--- src/rtl/gift_inv_sbox_seq.sv ---
// gift_inv_sbox_seq -- GIFT-128 inverse S-box layer, sequential datapath.
//
// Applies the GIFT inverse S-box to all 32 nibbles of a 128-bit state.
// Nibble positions are unchanged. The default build substitutes one 32-bit lane
// (8 nibbles) per cycle and needs 4 cycles per state. Defining the macro
// GIFT_INV_SBOX_FAST_EN substitutes all 32 nibbles in one cycle instead.
//
// Ports:
//   clk        rising-edge clock
//   rst        synchronous reset, active-high
//   in_valid   upstream state available
//   in_ready   block accepts a state this cycle (IDLE only)
//   in_data    128-bit input state; nibble i = bits [4i+3:4i]
//   out_valid  out_data holds a completed result (DONE only)
//   out_ready  downstream consumes the result
//   out_data   128-bit state after the inverse S-box layer
//   busy       high while in BUSY
module gift_inv_sbox_seq (
    input  logic         clk,
    input  logic         rst,
    input  logic         in_valid,
    output logic         in_ready,
    input  logic [127:0] in_data,
    output logic         out_valid,
    input  logic         out_ready,
    output logic [127:0] out_data,
    output logic         busy
);

    localparam int unsigned STATE_W = 128;
    localparam int unsigned NIB_W   = 4;
`ifndef GIFT_INV_SBOX_FAST_EN
    localparam int unsigned LANES        = 4;
    localparam int unsigned LANE_W       = 32;
    localparam int unsigned NIB_PER_LANE = LANE_W / NIB_W;
`endif
    localparam int unsigned NIBS    = STATE_W / NIB_W;

    localparam logic [1:0] IDLE = 2'd0;
    localparam logic [1:0] BUSY = 2'd1;
    localparam logic [1:0] DONE = 2'd2;

    logic [1:0]         state_q, state_d;
    logic [1:0]         cnt_q, cnt_d;
    logic [STATE_W-1:0] work_q, work_d;
    logic               in_ready_d, out_valid_d, busy_d;

    // GIFT inverse S-box table
    function automatic logic [3:0] inv_sbox(input logic [3:0] x);
        logic [3:0] y;
        case (x)
            4'h0: y = 4'hD;
            4'h1: y = 4'h0;
            4'h2: y = 4'h8;
            4'h3: y = 4'h6;
            4'h4: y = 4'h2;
            4'h5: y = 4'hC;
            4'h6: y = 4'h4;
            4'h7: y = 4'hB;
            4'h8: y = 4'hE;
            4'h9: y = 4'h7;
            4'hA: y = 4'h1;
            4'hB: y = 4'hA;
            4'hC: y = 4'h3;
            4'hD: y = 4'h9;
            4'hE: y = 4'hF;
            default: y = 4'h5;
        endcase
        return y;
    endfunction

    // Next-state, datapath and registered-output decode
    always_comb begin
        state_d = state_q;
        cnt_d   = cnt_q;
        work_d  = work_q;

        case (state_q)
            IDLE: begin
                if (in_valid) begin
                    work_d  = in_data;
                    cnt_d   = '0;
                    state_d = BUSY;
                end
            end
            BUSY: begin
`ifdef GIFT_INV_SBOX_FAST_EN
                for (int n = 0; n < int'(NIBS); n++) begin
                    work_d[NIB_W*n +: NIB_W] = inv_sbox(work_q[NIB_W*n +: NIB_W]);
                end
                cnt_d   = '0;
                state_d = DONE;
`else
                // Only the lane selected by the counter is substituted
                for (int l = 0; l < int'(LANES); l++) begin
                    if (cnt_q == 2'(l)) begin
                        for (int j = 0; j < int'(NIB_PER_LANE); j++) begin
                            work_d[LANE_W*l + NIB_W*j +: NIB_W] =
                                inv_sbox(work_q[LANE_W*l + NIB_W*j +: NIB_W]);
                        end
                    end
                end
                // 3 -> 0 wrap happens only here, on the lane-3 edge
                cnt_d = cnt_q + 2'd1;
                if (cnt_q == 2'(LANES - 1)) begin
                    state_d = DONE;
                end
`endif
            end
            DONE: begin
                if (out_ready) begin
                    state_d = IDLE;
                end
            end
            default: begin
                state_d = IDLE;
            end
        endcase

        in_ready_d  = (state_d == IDLE);
        out_valid_d = (state_d == DONE);
        busy_d      = (state_d == BUSY);
    end

    // State and output registers; reset wins over any handshake
    always_ff @(posedge clk) begin
        if (rst) begin
            state_q   <= IDLE;
            cnt_q     <= '0;
            work_q    <= '0;
            in_ready  <= 1'b1;
            out_valid <= 1'b0;
            busy      <= 1'b0;
        end else begin
            state_q   <= state_d;
            cnt_q     <= cnt_d;
            work_q    <= work_d;
            in_ready  <= in_ready_d;
            out_valid <= out_valid_d;
            busy      <= busy_d;
        end
    end

    assign out_data = work_q;

endmodule

--- config.mk ---
export PLATFORM = sky130hd
export DESIGN_NAME = gift_inv_sbox_seq
export DESIGN_NICKNAME = d
export VERILOG_FILES = /design/src/rtl/gift_inv_sbox_seq.sv
export SDC_FILE = /design/constraint.sdc
export NUM_CORES = 1
export LEC_CHECK = 0
export CAP_MARGIN = 5
export CORE_UTILIZATION = 30
export CTS_CLUSTER_SIZE = 10
export DETAILED_ROUTE_END_ITERATION = 10
export GPL_TIMING_DRIVEN = 0
export PLACE_DENSITY_LB_ADDON = 0.05
export SKIP_CTS_REPAIR_TIMING = 1
export SYNTH_ARGS = -nofsm -noshare
export SYNTH_HDL_FRONTEND = slang
export SYNTH_SLANG_ARGS = --single-unit
export TNS_END_PERCENT = 1
--- constraint.sdc ---
create_clock -name clk -period 3.6 [get_ports clk]
set_input_delay 0.36 -clock clk [delete_from_list [all_inputs] [get_ports clk]]
set_output_delay 0.36 -clock clk [all_outputs]
set_load 0.05 [all_outputs]
==> impl_metrics.py, run 1 <==
metrics = {
    "route": {
        "drc": 0,
        "num_vias": 10863,
        "vias_per_cell": 4.76,
        "drt_iter0_drc": 419,
        "drt-total-wl_um": 48000,
        "drt-pass1-iter-count": 4,
        "wl_per_cell_um": 21.0,
        "antenna_left": 0,
    },
    "synthesis": {
        "synth_edf_count": 0,
        "synth_top_area_share": 0.376,
        "syn_area_sq_um": 14000,
        "synthesis.nets": 1598,
        "ys_ff_latch": 263,
        "synth_seq_area_share": 0.376,
        "syn_inst": 1366,
        "yosysTopAreaCell": "dfxtp_1",
        "syn_area_per_cell_sq_um": 10.3,
        "yosys-top-cells-area": "dfxtp_1, mux2i_1, ha_1",
        "yosys_most_used_dff": "dfxtp_1",
        "yosysMostFrequentCell": "inv_1",
        "ys.warnings.count": 0,
        "synth_commonest_cells": "inv_1, dfxtp_1, mux2i_1, a21oi_1, ha_1",
        "post_synth_num_cell_types": 32,
        "async_reset_ff_frac": 0,
    },
    "cts": {
        "cts_tree": "yes",
        "clk_pin_slew_ns": 0.06,
        "htreeDepth": 2,
        "cts-root-buf": "clkbuf_16",
        "cts_made_buffers": 35,
        "clk-insertion-delay-late_ns": 0.54,
        "clock_sinks": 263,
        "cts_buffer_depth": 3,
    },
    "worst_setup_path": {
        "r2r_setup_slack_ns": 0.55,
        "crit_path_top_delay_cell": "clkbuf_1",
        "crit_required_ns": 4.02,
        "max_stage_delay_ns": 0.77,
        "r2r-start": "state_q[1]",
        "worstSetupStartpointType": "register",
        "cp-end-kind": "register",
        "cp_top_family": "buffers and inverters",
        "crit_fanout": 10,
        "cp.arrival_ns": 3.47,
        "crit_buf_inv": 4,
        "path_class": "reg2reg",
        "critical_path.cell_chain": "buf_4 > nor3b_1 > buf_2 > clkbuf_1 > a21oi_1 > o221ai_1 > ha_1 > inv_1 > mux4_2",
        "rr_worst_depth": 9,
    },
    "power": {
        "powerDensity_nw_per_um2": 529,
        "ir_worst_vdd_v": 0.000256,
        "leakagePower_nw": 8.45,
    },
    "timing": {
        "grt_setup_unrepaired": "no",
        "worstMarginPinSlew_ns": 1.11,
        "finClkSkew_ns": 0.00771,
        "hold_viol": 0,
        "period_minus_slack_ns": 3.05,
        "slew_viol_final": 0,
        "setup_viol": 0,
        "final.setup.tns_ns": 0,
        "slew_headroom": 0.257,
        "max_freq_mhz": 328,
        "finalCritPeriodShare": 0.848,
    },
    "placed_design": {
        "place_area_sq_um": 17400,
        "place_congestion": 0.792,
        "io_buffers": 261,
        "place_hpwl_um": 34200,
    },
    "floorplan": {
        "dieWidth_um": 218,
        "die_h_um": 218,
        "ios": 263,
        "core-area_sq_um": 45700,
        "num_rows": 78,
        "initial_core_util": 0.307,
        "die_area_sq_um": 47600,
    },
    "hold_path": {
        "hold_path.class": "in2reg",
        "hold_path_end": "out_data[94]",
        "hold_depth": 2,
        "hold_start": "rst",
    },
    "cells_and_area": {
        "finish.net_count": 1896,
        "final_area_sq_um": 18400,
        "drive_above_1_share": 0.154,
        "syn_to_final_growth_pct": 31.7,
    },
    "global_route": {
        "grt_usage": 0.202,
        "grt_pass1_vias": 10989,
        "grt_overflow": 0,
        "grt_max_degree": 11,
        "antenna_found_initial": 1,
        "grt_pass1_wl_um": 70400,
    },
    "job": {
        "maxCapViolations": 0,
    },
    "status": {
        "status": "complete, no violations",
    },
}
==> logic make-up (layout without fill, tap and decap cells) <==
| family | count (synthesis) | in the layout | share of synthesized area |
|---|---|---|---|
| multiplexers | 175 | 175 | 0.146 |
| XOR/XNOR | 64 | 64 | 0.0400 |
| other | 0 | 1 | 0 |
| AND/OR/NAND/NOR | 134 | 134 | 0.0433 |
| buffers and inverters | 347 | 664 | 0.101 |
| flip-flops | 263 | 263 | 0.376 |
| adder cells (fa/ha/maj) | 100 | 100 | 0.0893 |
| AO/OA/AOI/OAI | 283 | 283 | 0.204 |
==> placed cells by master (no fill, tap or decap), types with 37 or more instances in the layout <==
| master | netlist | final |
|---|---|---|
| inv_1 | 279 | 279 |
| ha_1 | 100 | 100 |
| dfxtp_1 | 263 | 263 |
| clkdlybuf4s50_1 | 0 | 261 |
| nand2_1 | 65 | 65 |
| mux2i_1 | 143 | 143 |
| clkbuf_16 | 0 | 37 |
| a21oi_1 | 105 | 105 |
| o221a_2 | 82 | 82 |
==> per-stage QoR <==
stage / setup WS (ns) / cells / utilization / hold WS, ns / power, W
floorplan: 1.13 / 1366 / - / 0.510 / 0.00556
CTS: 0.518 / 2283 / 0.404 / 0.350 / 0.00989
detailed placement: 0.0800 / 2227 / 0.380 / 0.522 / 0.00648
finish: 0.547 / 2284 / 0.404 / 0.404 / 0.00976
global placement: 0.105 / 2227 / 0.380 / 0.513 / 0.00646
global route: 0.349 / 2284 / 0.404 / 0.415 / 0.0102
==> power breakdown <==
part	internal, W	switching, W	leakage (nW)
sequential	0.00344	0.000259	2.20
combinational	0.00109	0.00161	5.73
clock	0.00201	0.00135	0.525
==> routing by layer <==
metal  share of wire  wire, um  vias up  global-route usage
met5               0         0        -                   0
met4           0.017       839        0              0.0536
met3           0.045      2160       50              0.0340
met2            0.48     22800      225               0.335
met1            0.46     22200     5258               0.269
li1                -         -     5330                   -
==> how the worst max path moves through the flow <==
stage                    end  slack (ns)  cells after the start       start
finish              register        0.55                      9  state_q[1]
floorplan           register        1.13                     11    cnt_q[0]
global route        register        0.35                     10  state_q[1]
detailed placement  register        0.08                      9    in_valid
CTS                 register        0.52                      9  state_q[1]
global placement    register        0.10                     10    in_valid
==> area by class of cell <==
| class | instances | area, sq um |
|---|---|---|
| Sequential cell | 263 | 5270 |
| Inverter | 279 | 1050 |
| Tap cell | 600 | 751 |
| Timing Repair Buffer | 261 | 2610 |
| Antenna cell | 1 | 2.50 |
| Multi-Input combinational cell | 756 | 7330 |
| Buffer | 68 | 360 |
| Clock buffer | 53 | 1060 |
| Clock inverter | 3 | 21.3 |
| Fill cell | 4568 | 27200 |
Power figures use the tool's default switching activity.
==> run 2: changes to the inputs <==
- clock period: 3.6 -> 2.6 ns (I/O delays scaled with it)
==> run 2 against run 1 <==
Effect of this change: critical path depth up 2; clock skew barely moved; die area unchanged; design area rose by 4.3%; via count is 0.48% higher; highest routed layer unchanged.
==> impl_metrics.py, run 2 (synthesis results as in run 1) <==
metrics = {
    "worst_setup_path": {
        "crit_start": "cnt_q[1]",
        "worstSetupStartpointType": "register",
        "cp.arrival_ns": 2.99,
        "rr_worst_depth": 11,
        "path_class": "reg2reg",
        "r2r_setup_slack_ns": 0.07,
        "cp-end-kind": "register",
        "r2r-start": "cnt_q[1]",
        "crit_fanout": 10,
        "crit_required_ns": 3.06,
    },
    "timing": {
        "finalCritPeriodShare": 0.973,
        "finClkSkew_ns": 0.00791,
        "period_minus_slack_ns": 2.53,
        "slew_headroom": 0.260,
        "slew_viol_final": 0,
        "setup_viol": 0,
        "grt_setup_unrepaired": "yes",
        "max_freq_mhz": 395,
        "worstMarginPinSlew_ns": 1.11,
        "whs_ns": 0.282,
        "hold_viol": 0,
    },
    "power": {
        "p_sw_frac": 0.332,
        "seq_power_share": 0.376,
        "internal-power_w": 0.00918,
        "ir_worst_vdd_v": 0.000358,
        "combPwrFrac": 0.286,
        "leakagePower_nw": 8.71,
        "switching_power_w": 0.00455,
        "power_w": 0.0137,
        "clkPwrFrac": 0.339,
        "powerDensity_nw_per_um2": 714,
    },
    "floorplan": {
        "num_rows": 78,
        "core-area_sq_um": 45700,
        "die_area_sq_um": 47600,
        "die_h_um": 218,
        "ios": 263,
        "initial_core_util": 0.307,
        "dieWidth_um": 218,
    },
    "cts": {
        "clock_sinks": 263,
        "cts_made_buffers": 35,
        "clk_pin_slew_ns": 0.06,
        "clk-insertion-delay-late_ns": 0.54,
        "cts-root-buf": "clkbuf_16",
        "cts_buffer_depth": 3,
        "htreeDepth": 2,
        "cts_tree": "yes",
    },
    "route": {
        "vias_per_cell": 4.75,
        "drt-total-wl_um": 48100,
        "drt_iter0_drc": 414,
        "num_vias": 10915,
        "drt-pass1-iter-count": 5,
        "drc": 0,
        "antenna_left": 0,
        "wl_per_cell_um": 20.9,
    },
    "placed_design": {
        "place_hpwl_um": 34200,
        "place_congestion": 0.792,
        "io_buffers": 261,
        "place_area_sq_um": 17400,
    },
    "job": {
        "maxCapViolations": 0,
    },
    "global_route": {
        "grt_usage": 0.202,
        "antenna_found_initial": 1,
        "grt_max_degree": 11,
        "grt_pass1_wl_um": 70400,
        "grt_overflow": 0,
        "grt_pass1_vias": 10989,
    },
    "cells_and_area": {
        "drive_above_1_share": 0.203,
        "syn_to_final_growth_pct": 37.3,
        "finish.net_count": 1911,
        "final_common_cell": "inv_1",
        "final_area_sq_um": 19200,
        "fill_cells": 4501,
        "layout_common_cells": "inv_1, clkdlybuf4s50_1, dfxtp_1, mux2i_1, ha_1",
    },
    "hold_path": {
        "hold_start": "rst",
        "hold_path_end": "out_data[94]",
        "hold_depth": 2,
        "hold_path.class": "in2reg",
    },
    "status": {
        "status": "complete, no violations",
    },
}
## run 2: cell types whose count changed in the layout (fill, tap and decap cells not counted), moves of 15 or more
cell,change
o221ai_1,-23
buf_2,-16
buf_4,+20
a21oi_2,+15
o221ai_2,+22
clkbuf_1,-17
a21oi_1,-17
## run 2: worst max-delay path by stage
stage	endpoint	cells past startpoint
after floorplan	register	11
after detailed placement	register	9
after global routing	register	9
after CTS	register	9
final	register	11
after global placement	register	10
## run 2: area by class of cell
type	count	area, sq um	share of cell area
Clock buffer	53	1060	0.0549
Antenna cell	1	2.50	0.000130
Multi-Input combinational cell	756	7760	0.403
Timing Repair Buffer	276	2740	0.142
Tap cell	600	751	0.0390
Inverter	279	1050	0.0545
Clock inverter	3	21.3	0.00111
Sequential cell	263	5270	0.274
Buffer	68	589	0.0306
## run 2: worst max-delay path: stages (launching register included)
cell and delay (ns):
dfxtp_2 0.34, inv_1 0.09, ha_2 0.21, nand2_1 0.07, a21oi_2 0.20, buf_6 0.16
buf_2 0.25, o221a_2 0.30, inv_1 0.05, ha_1 0.34, mux2_2 0.28, mux2i_1 0.15
## run 2: power by group through the flow
stage	Sequential (W)	Combinational (W)	Clock (W)
6_report	0.00516	0.00392	0.00465
5_1_grt	0.00524	0.00424	0.00494
4_1_cts	0.00513	0.00379	0.00478
3_5_place_dp	0.00520	0.00377	0
3_3_place_gp	0.00520	0.00374	0
2_1_floorplan	0.00579	0.00191	0
## run 2: per-layer routing
| metal | share of wire | track usage | vias to the layer above |
|---|---|---|---|
| met5 | 0 | 0 | - |
| met4 | 0.017 | 0.0536 | 0 |
| met2 | 0.48 | 0.335 | 214 |
| met1 | 0.46 | 0.269 | 5278 |
| met3 | 0.044 | 0.0340 | 49 |
| li1 | - | - | 5374 |
## run 2: stage by stage
| step | instances | setup WS [ns] | util | TNS (ns) |
|---|---|---|---|---|
| 2_1_floorplan | 1366 | 0.131 | - | 0 |
| 5_1_grt | 2299 | -0.0508 | 0.421 | -0.382 |
| 3_5_place_dp | 2227 | -0.820 | 0.380 | -81.35 |
| 6_report | 2299 | 0.0698 | 0.421 | 0 |
| 4_1_cts | 2283 | -0.482 | 0.404 | -35.75 |
| 3_3_place_gp | 2227 | -0.795 | 0.380 | -80.41 |
==> run 3: changes to the inputs <==
- CAP_MARGIN: 5 -> 0
- SLEW_MARGIN: unset -> 10
==> results of run 3 <==
The final DEF is identical to that of run 2; final timing and power are the same.
